## src/rtl/pueo_trig_pkg.sv

```systemverilog
// Shared definitions for the SURF trigger collector: trigger-word field
// positions, output packing widths and the FIFO entry type.
package pueo_trig_pkg;

  // Width of one output beat / FIFO entry.
  localparam int OUT_W    = 64;
  // Width of the drop counter and of each per-SURF scaler.
  localparam int CNT_W    = 16;
  localparam logic [CNT_W-1:0] CNT_MAX = '1;

  // The trigger flag is the MSB of each SURF word.
  function automatic int flag_bit(input int nbit);
    return nbit - 1;
  endfunction

  // Metadata is everything below the flag.
  function automatic int meta_width(input int nbit);
    return nbit - 1;
  endfunction

  // Used bits of an entry: {idx, meta, timestamp}.
  function automatic int packed_width(input int time_bits, input int nbit, input int idxw);
    return time_bits + (nbit - 1) + idxw;
  endfunction

  // One FIFO entry / one AXI beat: {pad, idx, meta, timestamp}, timestamp at LSB.
  typedef logic [OUT_W-1:0] trig_entry_t;

endpackage

```

## src/rtl/pueo_trig_fifo.sv

```systemverilog
// Synchronous first-word-fall-through FIFO for packed trigger entries.
// rd_data shows the head entry whenever empty is low and reads as zero
// when the FIFO is empty. A read and a write in the same cycle are accepted
// even when full.
module pueo_trig_fifo
  import pueo_trig_pkg::*;
#(
  parameter int DEPTH = 16
) (
  input  logic        clk,
  input  logic        rst,
  input  logic        clr,
  input  logic        wr_en,
  input  trig_entry_t wr_data,
  input  logic        rd_en,
  output trig_entry_t rd_data,
  output logic        full,
  output logic        empty
);

  localparam int AW = $clog2(DEPTH);

  generate
    if (DEPTH < 2 || (1 << AW) != DEPTH) begin : g_bad_depth
      $error("pueo_trig_fifo: DEPTH must be a power of 2 and >= 2");
    end
  endgenerate

  trig_entry_t    mem [DEPTH];
  logic [AW-1:0]  wr_ptr_q;
  logic [AW-1:0]  rd_ptr_q;
  logic [AW:0]    count_q;
  logic           do_wr;
  logic           do_rd;

  assign empty   = (count_q == '0);
  assign full    = (count_q == (AW+1)'(DEPTH));
  assign do_rd   = rd_en && !empty;
  assign do_wr   = wr_en && (!full || do_rd);
  assign rd_data = empty ? '0 : mem[rd_ptr_q];

  // Storage array write port.
  // NOTE: the storage array has no reset; rd_data is forced to zero while
  // empty, so stale contents are never visible and the array maps to RAM.
  always_ff @(posedge clk) begin
    if (do_wr) mem[wr_ptr_q] <= wr_data;
  end

  // Pointer and occupancy bookkeeping.
  // NOTE: sequential state uses non-blocking assignments so every register
  // samples pre-edge values regardless of statement order.
  always_ff @(posedge clk or posedge rst) begin
    if (rst) begin
      wr_ptr_q <= '0;
      rd_ptr_q <= '0;
      count_q  <= '0;
    end else if (clr) begin
      wr_ptr_q <= '0;
      rd_ptr_q <= '0;
      count_q  <= '0;
    end else begin
      if (do_wr) wr_ptr_q <= wr_ptr_q + 1'b1;
      if (do_rd) rd_ptr_q <= rd_ptr_q + 1'b1;
      case ({do_wr, do_rd})
        2'b10:   count_q <= count_q + 1'b1;
        2'b01:   count_q <= count_q - 1'b1;
        default: count_q <= count_q;
      endcase
    end
  end

endmodule

```

## src/rtl/pueo_surf_trig_collector.sv

```systemverilog
// SURF trigger collector: captures NSURF trigger words on each valid strobe,
// masks them, serialises the asserted SURFs round-robin with a shared
// timestamp into a FWFT FIFO, and presents them as an AXI4-Stream master.
// Optional feature macro: PUEO_TRIG_SCALER_EN adds per-SURF scaler counters
// on port scaler_o.
module pueo_surf_trig_collector
  import pueo_trig_pkg::*;
#(
  parameter int NSURF      = 32,
  parameter int NBIT       = 16,
  parameter int TIME_BITS  = 32,
  parameter int FIFO_DEPTH = 16
) (
  input  logic                    sysclk_i,
  input  logic                    rst_i,
  input  logic                    runrst_i,
  input  logic [NSURF-1:0]        trigmask_i,
  input  logic [15:0]             trig_offset_i,
  input  logic [15:0]             holdoff_i,
  input  logic [TIME_BITS-1:0]    cur_time_i,
  input  logic [NSURF*NBIT-1:0]   trigin_dat_i,
  input  logic                    trigin_dat_valid_i,
  output trig_entry_t             m_trig_tdata,
  output logic                    m_trig_tvalid,
  input  logic                    m_trig_tready,
  output logic [CNT_W-1:0]        drop_count_o,
  output logic                    busy_o
`ifdef PUEO_TRIG_SCALER_EN
  ,
  output logic [NSURF*CNT_W-1:0]  scaler_o
`endif
);

  localparam int IDXW   = $clog2(NSURF);
  localparam int META_W = meta_width(NBIT);
  localparam int FLAG_B = flag_bit(NBIT);
  localparam int PACK_W = packed_width(TIME_BITS, NBIT, IDXW);

  generate
    if (PACK_W > OUT_W) begin : g_bad_width
      $error("pueo_surf_trig_collector: TIME_BITS+NBIT-1+IDXW exceeds OUT_W");
    end
  endgenerate

  logic [NSURF-1:0]      pend_q;
  logic [NSURF-1:0]      pend_new;
  logic [META_W-1:0]     meta_q [NSURF];
  logic [TIME_BITS-1:0]  ts_q;
  logic [TIME_BITS-1:0]  ts_new;
  logic [15:0]           holdoff_q;
  logic [IDXW-1:0]       rr_q;
  logic [IDXW-1:0]       rr_next;
  logic [IDXW-1:0]       sel_idx;
  logic                  sel_found;
  logic                  capture;
  logic                  service;
  logic                  pop;
  logic                  fifo_ok;
  logic                  fifo_wr;
  logic                  fifo_full;
  logic                  fifo_empty;
  logic [CNT_W-1:0]      drop_inc;
  logic [CNT_W:0]        drop_sum;
  trig_entry_t           wr_entry;

  // Index `base + k` wrapped into 0..NSURF-1 (k < NSURF).
  function automatic logic [IDXW-1:0] wrap_add(input logic [IDXW-1:0] base, input int k);
    int s;
    s = int'(base) + k;
    if (s >= NSURF) s = s - NSURF;
    return IDXW'(s);
  endfunction

  function automatic logic [CNT_W-1:0] popcount(input logic [NSURF-1:0] v);
    logic [CNT_W-1:0] c;
    c = '0;
    for (int i = 0; i < NSURF; i++) c = c + CNT_W'(v[i]);
    return c;
  endfunction

  // Masked flags of the incoming words and the offset-corrected capture time.
  // NOTE: every combinational output gets a default before any branch so no
  // path leaves it unassigned and no latch is inferred.
  always_comb begin
    pend_new = '0;
    for (int i = 0; i < NSURF; i++) begin
      pend_new[i] = trigin_dat_i[i*NBIT + FLAG_B] & ~trigmask_i[i];
    end
    ts_new = cur_time_i - TIME_BITS'(trig_offset_i);
  end

  // Round-robin pick: first pending SURF scanning upward from rr_q, wrapping.
  always_comb begin
    sel_found = 1'b0;
    sel_idx   = '0;
    for (int k = 0; k < NSURF; k++) begin
      if (!sel_found && pend_q[wrap_add(rr_q, k)]) begin
        sel_found = 1'b1;
        sel_idx   = wrap_add(rr_q, k);
      end
    end
  end

  // Per-cycle decisions: capture beats service, full FIFO turns service into a drop.
  always_comb begin
    capture  = trigin_dat_valid_i && (holdoff_q == '0);
    pop      = m_trig_tvalid && m_trig_tready;
    fifo_ok  = !fifo_full || pop;
    service  = !capture && sel_found;
    fifo_wr  = service && fifo_ok;
    rr_next  = (sel_idx == IDXW'(NSURF - 1)) ? '0 : sel_idx + 1'b1;
    drop_inc = '0;
    if (capture)               drop_inc = popcount(pend_q);
    else if (service && !fifo_ok) drop_inc = CNT_W'(1);
    drop_sum = {1'b0, drop_count_o} + {1'b0, drop_inc};
    wr_entry = OUT_W'({sel_idx, meta_q[sel_idx], ts_q});
  end

  // Control state: pending vector, round-robin pointer, holdoff, drop counter.
  always_ff @(posedge sysclk_i or posedge rst_i) begin
    if (rst_i) begin
      pend_q       <= '0;
      rr_q         <= '0;
      holdoff_q    <= '0;
      drop_count_o <= '0;
    end else if (runrst_i) begin
      pend_q       <= '0;
      rr_q         <= '0;
      holdoff_q    <= '0;
      drop_count_o <= '0;
    end else begin
      if (capture) begin
        pend_q <= pend_new;
      end else if (service) begin
        pend_q[sel_idx] <= 1'b0;
        rr_q            <= rr_next;
      end
      if (holdoff_q != '0)
        holdoff_q <= holdoff_q - 1'b1;
      else if (capture && (pend_new != '0) && (holdoff_i != '0))
        holdoff_q <= holdoff_i;
      drop_count_o <= drop_sum[CNT_W] ? CNT_MAX : drop_sum[CNT_W-1:0];
    end
  end

  // Captured timestamp and metadata; only read while the matching pend bit is set.
  always_ff @(posedge sysclk_i) begin
    if (capture) begin
      ts_q <= ts_new;
      for (int i = 0; i < NSURF; i++) meta_q[i] <= trigin_dat_i[i*NBIT +: META_W];
    end
  end

  assign busy_o        = (pend_q != '0) || (holdoff_q != '0);
  assign m_trig_tvalid = !fifo_empty;

  pueo_trig_fifo #(
    .DEPTH (FIFO_DEPTH)
  ) u_fifo (
    .clk     (sysclk_i),
    .rst     (rst_i),
    .clr     (runrst_i),
    .wr_en   (fifo_wr),
    .wr_data (wr_entry),
    .rd_en   (m_trig_tready),
    .rd_data (m_trig_tdata),
    .full    (fifo_full),
    .empty   (fifo_empty)
  );

`ifdef PUEO_TRIG_SCALER_EN
  logic [CNT_W-1:0] scaler_q [NSURF];

  // Per-SURF saturating count of unmasked flags at accepted captures.
  always_ff @(posedge sysclk_i or posedge rst_i) begin
    if (rst_i) begin
      for (int i = 0; i < NSURF; i++) scaler_q[i] <= '0;
    end else if (runrst_i) begin
      for (int i = 0; i < NSURF; i++) scaler_q[i] <= '0;
    end else if (capture) begin
      for (int i = 0; i < NSURF; i++) begin
        if (pend_new[i] && scaler_q[i] != CNT_MAX) scaler_q[i] <= scaler_q[i] + 1'b1;
      end
    end
  end

  // Flatten the scaler array onto the output port.
  always_comb begin
    scaler_o = '0;
    for (int i = 0; i < NSURF; i++) scaler_o[i*CNT_W +: CNT_W] = scaler_q[i];
  end
`else
  // Scalers not built in this configuration.
`endif

endmodule

```

## config.mk

```make
export PLATFORM = sky130hd
export DESIGN_NAME = pueo_surf_trig_collector
export DESIGN_NICKNAME = d
export VERILOG_FILES = /design/src/rtl/pueo_trig_pkg.sv /design/src/rtl/pueo_trig_fifo.sv /design/src/rtl/pueo_surf_trig_collector.sv
export SDC_FILE = /design/constraint.sdc
export NUM_CORES = 2
export LEC_CHECK = 0
export ABC_CLOCK_PERIOD_IN_PS = 59600
export CORE_MARGIN = 2
export CORE_UTILIZATION = 30
export CTS_BUF_LIST = sky130_fd_sc_hd__clkbuf_4 sky130_fd_sc_hd__clkbuf_8
export DETAILED_ROUTE_END_ITERATION = 10
export SKIP_LAST_GASP = 1
export SLEW_MARGIN = 0
export SYNTH_ARGS = -nofsm -noshare
export SYNTH_HDL_FRONTEND = slang
export SYNTH_SLANG_ARGS = --single-unit
```

## constraint.sdc

```tcl
create_clock -name sysclk_i -period 59.6 [get_ports sysclk_i]
set_input_delay 11.92 -clock sysclk_i [delete_from_list [all_inputs] [get_ports sysclk_i]]
set_output_delay 11.92 -clock sysclk_i [all_outputs]
set_load 0.01 [all_outputs]
```

==> impl_metrics.yaml <==
synthesis:
  synth_top_area_share: 0.6177
  syn_area_per_cell_sq_um: 16.61
  syn_area_sq_um: 65340
  yosys_warnings: 0
  yosys.area.top_type: "edfxtp_1"
  synth_ff_type: "edfxtp_1"
  synth_edf_count: 1344
  synth_common_cells: "edfxtp_1 (1,344), mux4_2 (353), mux2i_1 (346)"
  yosysSeqAreaShare: 0.6491
  synth_area_leaders: "edfxtp_1 (62%), mux4_2 (12%), mux2i_1 (5.3%)"
  yosysUniqueCellTypes: 106
  netlist_instances: 3934
  synth_seq_cells: 1426
  yosysMostFrequentCell: "edfxtp_1"
  synthArstFlopShare: 0.05750
worst_setup_path:
  reg2reg_slack_ns: 47.89
  crit_type: "flop to primary output"
  critical_path_arrival_ns: 5.35
  cp-end-kind: "primary output"
  cp_max_fo: 45
  start_kind: "flop"
  required_ns: 47.68
  worst_r2r_startpoint: "rr_q[2]$_DFFE_PP0P_"
  r2r_end: "u_fifo.mem[9][38]$_DFFE_PP_"
  reg2reg_depth: 20
sta:
  worstMarginPinSlew_ns: 1.257
  slew_violations: 0
  fin_tns_setup_ns: 0
  skew_ns: 0.08892
  rsz0062_at_grt: "false"
  finalSetupViolCount: 0
  hold_viol: 0
  slew_headroom: 0.1404
  setup_ws_ns: 42.33
  post-route-period-util: 0.2898
  min_period_ns: 17.27
  max_freq_ghz: 0.05789
routing:
  ant_nets: 0
  drc: 0
  wl_um: 208500
  drt_iter0_markers: 3713
  routed_via_density: 5.125
  vias: 39950
  wire_per_inst_um: 26.75
  first_pass_iters: 8
global_route:
  grtUsageTotal: 0.1841
  grt_pass1_vias: 41150
  overflow: 0
  grt_max_degree: 178
  antenna_found_initial: 31
  grt_pass1_wl_um: 296000
floorplanning:
  die_w_um: 470.7
  dieArea_sq_um: 221500
  start_util: 0.3015
  core_area_sq_um: 216700
  ioPinCount: 695
  die_h_um: 470.7
  row_count: 171
layout:
  post-route-util: 0.3707
  final-seq-area_sq_um: 42430
  nets: 5423
  areaGrowthSynthToFinish_pct: 22.98
  multi_input_area_sq_um: 21460
  fillers: 20340
  layout-drive-gt1-share: 0.1911
  fin_area_sq_um: 80350
placement:
  gp_congestion: 0.9350
  numPortBuffers: 682
  place_ws_ns: 42.26
  dp_hpwl_um: 141000
  placed_area_sq_um: 75440
clock_network:
  cts_tree: "done"
  cts_buffer_depth: 3
  htreeDepth: 4
  cts.sinks: 1426
  hold_buffers: 0
  cts_made_buffers: 239
  cts_root_buf: "clkbuf_8"
  cts_resized: 0
  path_clk_slew_ns: 0.06
  post-cts-setup-buffers: 0
  worstSkewPairLatency_ns: 1.00
hold_path:
  min_to: "holdoff_q[14]$_DFFE_PP0P_"
  hold_start: "holdoff_q[14]$_DFFE_PP0P_"
  hold-path-cell-count: 2
  hold_class: "flop to flop"
run_status:
  status: "complete, no violations"
run:
  cap_violations: 0
logic make-up after synthesis:
kind of cell	Yosys count	share of synthesized area
simple gates	752	0.05983
other cells	1	0.00005740
buf+inv	343	0.02436
flops	1426	0.6491
fa+ha+maj	83	0.01900
xor+xnor	69	0.009594
compound gates	503	0.05278
mux	757	0.1853
critical path, cell delays in order (launching register included):
cell	delay (ns)
dfrtp_4	0.97
buf_4	0.66
buf_4	0.83
mux4_2	0.60
mux4_2	0.54
and2_1	0.18
clkdlybuf4s50_1	0.55
sequential cells by signal (all words and copies together) (netlist names):
signal	count
u_fifo.mem	832
meta_q	480
pend_q	32
ts_q	32
drop_count_o	16
holdoff_q	16
rr_q	5
u_fifo.count_q	5
u_fifo.rd_ptr_q	4
u_fifo.wr_ptr_q	4
final cells by class:
type,instances,area share
sequential,1426,0.5280
inverter,112,0.005341
antenna,11,0.0003426
clock buffer,318,0.04855
multi-input combinational,2176,0.2671
timing repair buffer,772,0.09393
tap,2854,0.04444
clock inverter,126,0.01224
worst max-delay path by stage:
stage,start,endpoint
5_1_grt,u_fifo.rd_ptr_q[0]$_DFFE_PP0P_,m_trig_tdata[44]
3_5_place_dp,cur_time_i[0],ts_q[20]$_DFFE_PP_
2_1_floorplan,trigin_dat_valid_i,drop_count_o[10]$_DFF_PP0_
3_3_place_gp,cur_time_i[0],ts_q[20]$_DFFE_PP_
4_1_cts,u_fifo.rd_ptr_q[0]$_DFFE_PP0P_,m_trig_tdata[44]
6_report,u_fifo.rd_ptr_q[0]$_DFFE_PP0P_,m_trig_tdata[45]
layer usage:
| metal | track usage | share of wire | wire [um] | vias to the layer above |
|---|---|---|---|---|
| li1 | - | - | - | 17400 |
| met1 | 0.2318 | 0.40 | 84160 | 20490 |
| met2 | 0.3090 | 0.49 | 102200 | 1721 |
| met3 | 0.04754 | 0.075 | 15610 | 319 |
| met4 | 0.05802 | 0.030 | 6314 | 30 |
| met5 | 0 | 0.00093 | 194 | - |
through the flow:
step                hold slack [ns]  std cells
finish                       0.5471       7795
global route                 0.5805       7788
CTS                          0.5521       7784
detailed placement           0.5385       7340
global placement             0.5156       7340
floorplan                    0.4963       3945
placed cells by master (no fill, tap or decap), types with 39 or more instances in the layout:
cell type,netlist,final
mux2i_1,346,346
buf_4,36,86
mux2_2,39,39
nor2_1,145,142
clkinv_1,0,67
a21oi_1,131,130
mux4_2,353,353
and2_1,85,69
nor2b_1,52,52
ha_1,56,56
clkdlybuf4s50_1,0,681
nor3_1,41,41
inv_1,108,106
clkbuf_8,0,242
clkbuf_4,1,76
nand3_1,71,71
o21ai_0,71,70
edfxtp_1,1344,1344
nand2_1,187,187
dfrtp_1,82,76
Power is not shown: default switching activity piles up to over one toggle a cycle in this logic, so the estimate is an artifact.
